### src/rtl/alu_exec_stage.sv
// alu_exec_stage
//   Two-stage execute pipeline around an external combinational 16-bit Hack ALU.
//   Stage 1 registers a decoded instruction and drives the ALU operand/control
//   pins. Stage 2 captures the ALU result and flags, resolves the destination
//   enables and jump decision, and presents the result to writeback.
//
// Ports
//   clk, rst_n            clock (rising edge), synchronous active-low reset
//   in_valid/in_ready     upstream handshake; in_instr, in_d, in_a, in_m operands
//   flush                 discards every in-flight entry (head may still retire)
//   alu_x/alu_y/alu_ctrl  registered operands and {zx,nx,zy,ny,f,no} to the ALU
//   alu_out/alu_zr/alu_ng combinational ALU return
//   out_valid/out_ready   writeback handshake
//   out_result/out_dest/out_jump/out_zr/out_ng  registered stage 2 results
//   ret_count             retired-instruction counter, wraps at 2^COUNT_W
module alu_exec_stage #(
  parameter int WIDTH   = 16,
  parameter int COUNT_W = 16
) (
  input  logic               clk,
  input  logic               rst_n,
  input  logic               in_valid,
  output logic               in_ready,
  input  logic [15:0]        in_instr,
  input  logic [WIDTH-1:0]   in_d,
  input  logic [WIDTH-1:0]   in_a,
  input  logic [WIDTH-1:0]   in_m,
  input  logic               flush,
  output logic [WIDTH-1:0]   alu_x,
  output logic [WIDTH-1:0]   alu_y,
  output logic [5:0]         alu_ctrl,
  input  logic [WIDTH-1:0]   alu_out,
  input  logic               alu_zr,
  input  logic               alu_ng,
  output logic               out_valid,
  input  logic               out_ready,
  output logic [WIDTH-1:0]   out_result,
  output logic [2:0]         out_dest,
  output logic               out_jump,
  output logic               out_zr,
  output logic               out_ng,
  output logic [COUNT_W-1:0] ret_count
);

  logic        s1_valid_r;
  logic        s2_valid_r;
  logic [15:0] s1_instr_r;

  logic        adv2_s;
  logic        accept_s;
  logic        load2_s;
  logic        retire_s;

  logic [WIDTH-1:0] nxt_result_s;
  logic [2:0]       nxt_dest_s;
  logic             nxt_jump_s;
  logic             nxt_zr_s;
  logic             nxt_ng_s;

  // Jump condition from the {lt,eq,gt} bits and the result flags.
  function automatic logic jump_decide(input logic [2:0] jbits,
                                       input logic zr, input logic ng);
    jump_decide = (jbits[2] & ng) | (jbits[1] & zr) | (jbits[0] & ~ng & ~zr);
  endfunction

  // Stage 2 can take a new entry when it is empty or its entry leaves now.
  assign adv2_s    = ~s2_valid_r | out_ready;
  assign in_ready  = ~s1_valid_r | adv2_s;
  // Flush suppresses both the accept and the stage 1 -> stage 2 move even
  // though in_ready may read 1 on that cycle.
  assign accept_s  = in_valid & in_ready & ~flush;
  assign load2_s   = s1_valid_r & adv2_s & ~flush;
  assign retire_s  = s2_valid_r & out_ready;
  assign out_valid = s2_valid_r;

  // Stage 2 next-value decode for C- and A-instructions.
  always_comb begin
    nxt_result_s = '0;
    nxt_dest_s   = 3'b000;
    nxt_jump_s   = 1'b0;
    nxt_zr_s     = 1'b0;
    nxt_ng_s     = 1'b0;
    if (s1_instr_r[15]) begin
      nxt_result_s = alu_out;
      nxt_zr_s     = alu_zr;
      nxt_ng_s     = alu_ng;
      nxt_dest_s   = s1_instr_r[5:3];
      nxt_jump_s   = jump_decide(s1_instr_r[2:0], alu_zr, alu_ng);
    end else begin
      // A-instruction: the constant is zero-extended, so it is never negative.
      nxt_result_s[14:0] = s1_instr_r[14:0];
      nxt_zr_s           = (s1_instr_r[14:0] == 15'd0);
      nxt_ng_s           = 1'b0;
      nxt_dest_s         = 3'b100;
      nxt_jump_s         = 1'b0;
    end
  end

  // Stage 1: accept an instruction and drive the ALU operand/control pins.
  always_ff @(posedge clk) begin
    if (!rst_n) begin
      s1_valid_r <= 1'b0;
      s1_instr_r <= 16'd0;
      alu_x      <= '0;
      alu_y      <= '0;
      alu_ctrl   <= 6'd0;
    end else begin
      if (flush) begin
        s1_valid_r <= 1'b0;
      end else if (accept_s) begin
        s1_valid_r <= 1'b1;
      end else if (adv2_s) begin
        s1_valid_r <= 1'b0;
      end else begin
        s1_valid_r <= s1_valid_r;
      end
      if (accept_s) begin
        s1_instr_r <= in_instr;
        alu_x      <= in_d;
        alu_y      <= in_instr[12] ? in_m : in_a;
        alu_ctrl   <= in_instr[15] ? in_instr[11:6] : 6'd0;
      end
    end
  end

  // Stage 2: capture the result, flags, destination and jump decision.
  always_ff @(posedge clk) begin
    if (!rst_n) begin
      s2_valid_r <= 1'b0;
      out_result <= '0;
      out_dest   <= 3'b000;
      out_jump   <= 1'b0;
      out_zr     <= 1'b0;
      out_ng     <= 1'b0;
    end else begin
      if (flush) begin
        s2_valid_r <= 1'b0;
      end else if (load2_s) begin
        s2_valid_r <= 1'b1;
      end else if (out_ready) begin
        s2_valid_r <= 1'b0;
      end else begin
        s2_valid_r <= s2_valid_r;
      end
      if (load2_s) begin
        out_result <= nxt_result_s;
        out_dest   <= nxt_dest_s;
        out_jump   <= nxt_jump_s;
        out_zr     <= nxt_zr_s;
        out_ng     <= nxt_ng_s;
      end
    end
  end

  // Retired-instruction counter; a handshake on a flush cycle still counts.
  always_ff @(posedge clk) begin
    if (!rst_n) begin
      ret_count <= '0;
    end else if (retire_s) begin
      ret_count <= ret_count + COUNT_W'(1);
    end else begin
      ret_count <= ret_count;
    end
  end

endmodule

### config.mk
export PLATFORM = sky130hd
export DESIGN_NAME = alu_exec_stage
export DESIGN_NICKNAME = d
export VERILOG_FILES = /design/src/rtl/alu_exec_stage.sv
export SDC_FILE = /design/constraint.sdc
export NUM_CORES = 1
export LEC_CHECK = 0
export ABC_AREA = 1
export CAP_MARGIN = 20
export CORE_UTILIZATION = 45
export CTS_CLUSTER_SIZE = 20
export DETAILED_ROUTE_END_ITERATION = 8
export GPL_TIMING_DRIVEN = 0
export MAX_ROUTING_LAYER = met4
export PLACE_DENSITY = 0.84
export SLEW_MARGIN = 20
export SYNTH_ARGS = -nofsm -noshare
export SYNTH_HDL_FRONTEND = slang
export SYNTH_SLANG_ARGS = --single-unit
### constraint.sdc
create_clock -name clk -period 2.27 [get_ports clk]
set_input_delay 0.681 -clock clk [delete_from_list [all_inputs] [get_ports clk]]
set_output_delay 0.681 -clock clk [all_outputs]
set_load 0.1 [all_outputs]
==> metrics, run 1 <==
Yosys cell types 26; Slowest cell on crit path clkdlybuf4s15_1; Buf/Inv on CP 1; count of input and output buffers approximately 160; Synth Area in Compound Gates roughly a fifth; Post-Synth XOR/XNOR Area 0%; Max Freq roughly 450 MHz; fin crit share between 90% and 100%; grt total ovfl 0; internal power between 2000 and 2500 uW; Top Usage Layer GRT met2; Reg power frac between 40% and 50%; Worst path top cell family by delay buffers and inverters; Slew Limit Fails 0; Initial DRC Count about 150; Non-Filler Instances approximately 780; Area growth, synth to finish 48.6%; Synth top area share about half; CTS buffer count 9; outcome complete, no violations; cell total after placement 766; die area a little under 0.009 mm2; CP Capture Type output pin; Final Util about 70%; diode count 0; sequential-to-total area share from yosys stat around 49%; Mapped Area 0.00384 mm2; first-pass GRT wire length approximately 18000 um; H-tree depth 3; clk buf depth 2; # IOs 165; clock-pin slew on the worst setup and hold paths ~0.1 ns; Routed Wire Length approximately 11000 um; vias in the first global route 3890; largest net degree at the start of global routing 19; clock insertion delay at the later pin of the skew report 0.36 ns; Initial Util between 40% and 50%; First-pass DRT Iterations 4; die span in x between 90 and 100 um; grt met3 use between 4 and 5%; Clock Sinks 94; Synth area leader dfxtp_1; synth warn 0; final setup fails 0; GPL Wtd Cong around 0.9; Synth Area in Adders less than 1%; Fin Setup TNS 0 ns; syn_nets 586; Via density approximately 5.1; RSZ-0062 raised after global routing no; mux cell area share after synthesis 4.17%; Clk pwr share roughly 29%; global router's overall resource usage 27.0%; Design Power around 3700 uW; Pleak 0.00240 uW; height of the die about 94 um; critical path type flip-flop to output pin; hold crit path type flip-flop to flip-flop; pre-CTS setup slack -1.03 ns; P_sw around 1300 uW; Layout Nets 762; post-DP HPWL ~8700 um; Synth Flop Type dfxtp_1; Tmin final 2.24 ns; Residual DRC 0; Final Hold Violating Endpoints 0; Req. time, crit path 1.59 ns; number of synthesized flops with an enable pin 0; syn avg cell area slightly below 8 um2; Worst slew margin 33.9%; actual slew at the worst max-slew pin 0.995 ns; simple-gate share of the synthesized area a little under a fifth; met2 global-route usage between 40 and 50%; post-synthesis async set-or-reset flop share 0%; core area around 0.0083 mm2; TritonCTS clock tree yes; Cells after Synth roughly 500; commonest cells in the netlist dfxtp_1, nand2_1, o21ai_0; routed len/inst between 10 and 15 um; Root Driver clkbuf_8; top-count cell post-synth dfxtp_1; sw frac 34.2%; Vias 3967; row cnt 33; largest stage delay on the critical path between 0.8 and 0.9 ns; CP max FO 2; pwr dens approximately 640 mW/mm2; synthesized flop and latch total 94; Critical Path Start Type flip-flop; GR Layer Usage met1 31.3%; final worst setup slack roughly 0.028 ns; main combinational cell family by area after synthesis compound AO/OA/AOI/OAI gates; highest ir drop seen on vdd between 0.5 and 0.6 mV; Max Cap Viol 0; Worst Path Arrival around 1.6 ns; initial antenna violation count 0; top post-synthesis cells by area dfxtp_1, o21ai_0, nand2_1, a21oi_1, nor2_1; Post-DRT Antenna Nets 0; worst path cell trace clkdlybuf4s15_1; Setup Skew about 0.018 ns; Logic pwr share a little under a quarter; ratio of cells with drive above 1 in the final layout between 10% and 20%
placed cells by master, fill, tap and decap left out, types with 10 or more instances in the layout:
| master | instances |
|---|---|
| a21oi_1 | 54 |
| a31oi_1 | 14 |
| buf_2 | 11 |
| clkbuf_2 | 24 |
| clkdlybuf4s15_1 | 34 |
| clkdlybuf4s15_2 | 10 |
| clkdlybuf4s50_1 | 84 |
| dfxtp_1 | 93 |
| inv_1 | 38 |
| mux2i_1 | 16 |
| nand2_1 | 82 |
| nand3_1 | 14 |
| nor2_1 | 64 |
| o21ai_0 | 66 |
timing repair:
item	CTS	global route
hold endpoints to repair	0	0
hold buffers	0	0
buffers inserted	0	2
gates resized for setup	120	70
setup endpoints to repair	78	56
pin swaps	0	1
path summary, 6_finish.rpt:
kind,depth (start not counted),endpoint,startpoint,slack [ns]
worst min register to register,2,alu_ctrl[5],alu_ctrl[5],0.47
worst min-delay path,2,alu_ctrl[5],alu_ctrl[5],0.47
worst max-delay path,1,alu_y[8],alu_y[8],0.03
worst max register to register,9,alu_y[5],out_valid,0.80
stage by stage:
stage	hold WS [ns]	area (um2)
after CTS	0.468	5760
after global placement	0.453	5610
final	0.473	5710
after floorplan	0.437	3840
after global routing	0.493	5710
after detailed placement	0.456	5610
sequential cells by signal (all words and copies together) (netlist names), 3 cells and up:
register / flops
ret_count: 16
s1_instr_r: 16
alu_y: 16
alu_ctrl: 6
out_dest: 3
alu_x: 16
out_result: 16
layer usage:
layer  routed length [um]  up-vias
met1                 4720     1824
met4                  201        0
met5                    0        -
li1                     -     1999
met3                  659       19
met2                 5640      125
final cells by class:
class / count / area [um2]
well taps: 105 / 131
inverters: 42 / 160
repair buffers: 165 / 1540
multi-input cells: 335 / 1650
flip-flops and latches: 94 / 1880
clock inverters: 7 / 65.1
fillers: 714 / 2550
plain buffers: 27 / 153
clock buffers: 9 / 124
cell families after synthesis:
| kind of cell | count (synthesis) |
|---|---|
| buffers and inverters | 69 |
| muxes | 16 |
| DFF | 94 |
| adders and majority gates | 1 |
| AOI/OAI and AO/OA | 144 |
| and+or+nand+nor | 174 |
worst min-delay path: stages, from the launching register on:
cell	delay, ns
dfxtp_1	0.32
nand2_1	0.06
a21oi_1	0.06
power by group through the flow:
stage / logic, uW / clock network, uW / registers [uW]
floorplan: 191 / 0 / 2160
global placement: 862 / 0 / 1790
detailed placement: 875 / 0 / 1800
CTS: 844 / 1080 / 1760
global route: 891 / 1140 / 1770
finish: 843 / 1060 / 1760
Note: power is estimated with default switching activity, not from simulation.
==> run 2: changes to the inputs <==
Settings changed: CTS_CLUSTER_DIAMETER set to 100, SKIP_LAST_GASP set to 1.
==> run 2 against run 1 <==
  * Sequential share of layout area did not move
  * Sequential cell count stayed put
  * Die area unchanged
  * Critical path type unchanged
  * Largest cell class unchanged
  * Highest routed layer unchanged
==> metrics, run 2 (synthesis results as in run 1) <==
Buf/Inv on CP 1 (unchanged); Clock Sinks 94 (unchanged); outcome complete, no violations; diode count 0 (unchanged); routed len/inst 14.4 um (+0.56%); row cnt 33 (unchanged); Pleak 0.00240 uW (unchanged); WHS 0.472 ns (-0.00142 ns); Slew Limit Fails 0 (unchanged); R2R Setup Slk 0.80 ns (about the same); Setup Skew 0.0219 ns (+0.00382 ns); global router's overall resource usage 26.9% (-0.088 points); hold crit path type flip-flop to flip-flop; Initial Util 46.5% (unchanged); first-pass GRT wire length 17900 um (-0.31%); # IOs 165 (unchanged); ratio of cells with drive above 1 in the final layout 12.2% (unchanged); critical path type flip-flop to output pin; worst r2r path cells 9 (unchanged); final setup fails 0 (unchanged); Via density 5.05 (-0.15%); Routed Wire Length 11300 um (+0.56%); Residual DRC 0 (unchanged); Post-DRT Antenna Nets 0 (unchanged); Worst Path Arrival 1.57 ns (about the same); Req. time, crit path 1.59 ns (about the same); post-DP HPWL 8700 um (unchanged); CTS buffer count 9 (unchanged); H-tree depth 3 (unchanged); Worst R2R End alu_y[5]; highest ir drop seen on vdd 0.528 mV (about the same); core area 0.00826 mm2 (unchanged); fin crit share 99.1% (+0.30 points); Max Cap Viol 0 (unchanged); commonest non-fill, non-tap cells in the layout dfxtp_1, clkdlybuf4s50_1, nand2_1, o21ai_0, nor2_1; Layout Nets 762 (unchanged); final instance area 0.00571 mm2 (unchanged); GPL Wtd Cong 0.877 (unchanged); Fillers 714 (unchanged); Hold Path End alu_ctrl[5]; Hold Crit Depth 2 (unchanged); grt total ovfl 0 (unchanged); TritonCTS clock tree yes; RSZ-0062 raised after global routing no; clock-pin slew on the worst setup and hold paths 0.10 ns (about the same); actual slew at the worst max-slew pin 0.990 ns (-0.00581 ns); worst path cell trace clkdlybuf4s15_1; Tmin final 2.25 ns (+0.00680 ns); Worst slew margin 34.3% (+0.39 points); Critical Path Stages 1 (unchanged); CP max FO 2 (unchanged); die span in x 94.4 um (unchanged); largest net degree at the start of global routing 19 (unchanged); First-pass DRT Iterations 4 (unchanged); Max Freq 445 MHz (-0.30%); largest stage delay on the critical path 0.85 ns (about the same); most common cell after layout, fill and taps aside dfxtp_1; CP Capture Type output pin; Post-CTS Hold Fix Bufs 0 (unchanged); die area 0.00891 mm2 (unchanged); Area growth, synth to finish 48.6% (unchanged); RR Startpoint out_valid; Area after DPL 0.00561 mm2 (unchanged); Initial DRC Count 144 (-4.6%); vias in the first global route 3880 (-0.26%); Root Driver clkbuf_8; worst hold start alu_ctrl[5]; height of the die 94.4 um (unchanged); count of input and output buffers 163 (unchanged); clk buf depth 2 (unchanged); Critical Path Start Type flip-flop; Final Hold Violating Endpoints 0 (unchanged); Slowest cell on crit path clkdlybuf4s15_1; Worst path top cell family by delay buffers and inverters; Vias 3961 (-0.15%); initial antenna violation count 0 (unchanged); clock insertion delay at the later pin of the skew report 0.37 ns (about the same); pwr dens 643 mW/mm2 (+0.17%)
## run 2: report_power, final
group	internal (uW)	switching, uW	leakage [uW]
clock network	423	643	0.0000938
logic	265	578	0.00154
registers	1720	39.4	0.000769
total	2410	1260	0.00240
## run 2: stage by stage
| stage | std cells | total power, uW | setup WS, ns | utilization (%) | TNS [ns] |
|---|---|---|---|---|---|
| after CTS | 782 | 3680 | -0.187 | 69.5 | -0.187 |
| after floorplan | 498 | 2350 | 0.210 | - | 0 |
| final | 784 | 3670 | 0.0211 | 69.1 | 0 |
| after global routing | 784 | 3800 | 0.000691 | 69.1 | 0 |
| after global placement | 766 | 2650 | -1.03 | 67.9 | -1.03 |
| after detailed placement | 766 | 2670 | -1.03 | 67.9 | -1.03 |
## run 2: worst max-delay path by stage
| stage | from | to | slack, ns |
|---|---|---|---|
| 6_report | alu_y[8] | alu_y[8] | 0.02 |
| 5_1_grt | alu_y[3] | alu_y[3] | 0.0007 |
| 4_1_cts | out_ready | in_ready | -0.19 |
| 3_5_place_dp | out_ready | in_ready | -1.03 |
| 3_3_place_gp | out_ready | in_ready | -1.03 |
| 2_1_floorplan | ret_count[1] | ret_count[14] | 0.21 |
## run 2: area by class of cell
type                            count  area (um2)  area share (%)
Buffer                             27         153            2.67
Clock buffer                        9         124            2.17
Clock inverter                      7        65.1            1.14
Inverter                           42         160            2.81
Multi-Input combinational cell    335        1650            29.0
Sequential cell                    94        1880            33.0
Tap cell                          105         131            2.30
Timing Repair Buffer              165        1540            27.0
## run 2: per-layer routing
layer	vias up	routed length, um	share of wire (%)	global-route usage (%)
li1	2002	-	-	-
met1	1816	4690	41	31.3
met2	125	5660	50	46.4
met3	18	758	6.7	4.91
met4	0	191	1.7	9.23
met5	-	0	0	-
## run 2: repair_timing
action | 4_1_cts | 5_1_grt
resized for setup | 116 | 74
setup buffers | 0 | 2
setup endpoints to repair | 78 | 56
pin swaps | 0 | 1
==> run 3: changes to the inputs <==
Settings changed: CAP_MARGIN 20 to not set, CTS_CLUSTER_DIAMETER 100 to not set.
==> results of run 3 <==
Same layout as run 2: the final DEF is identical, and so are final timing and power.
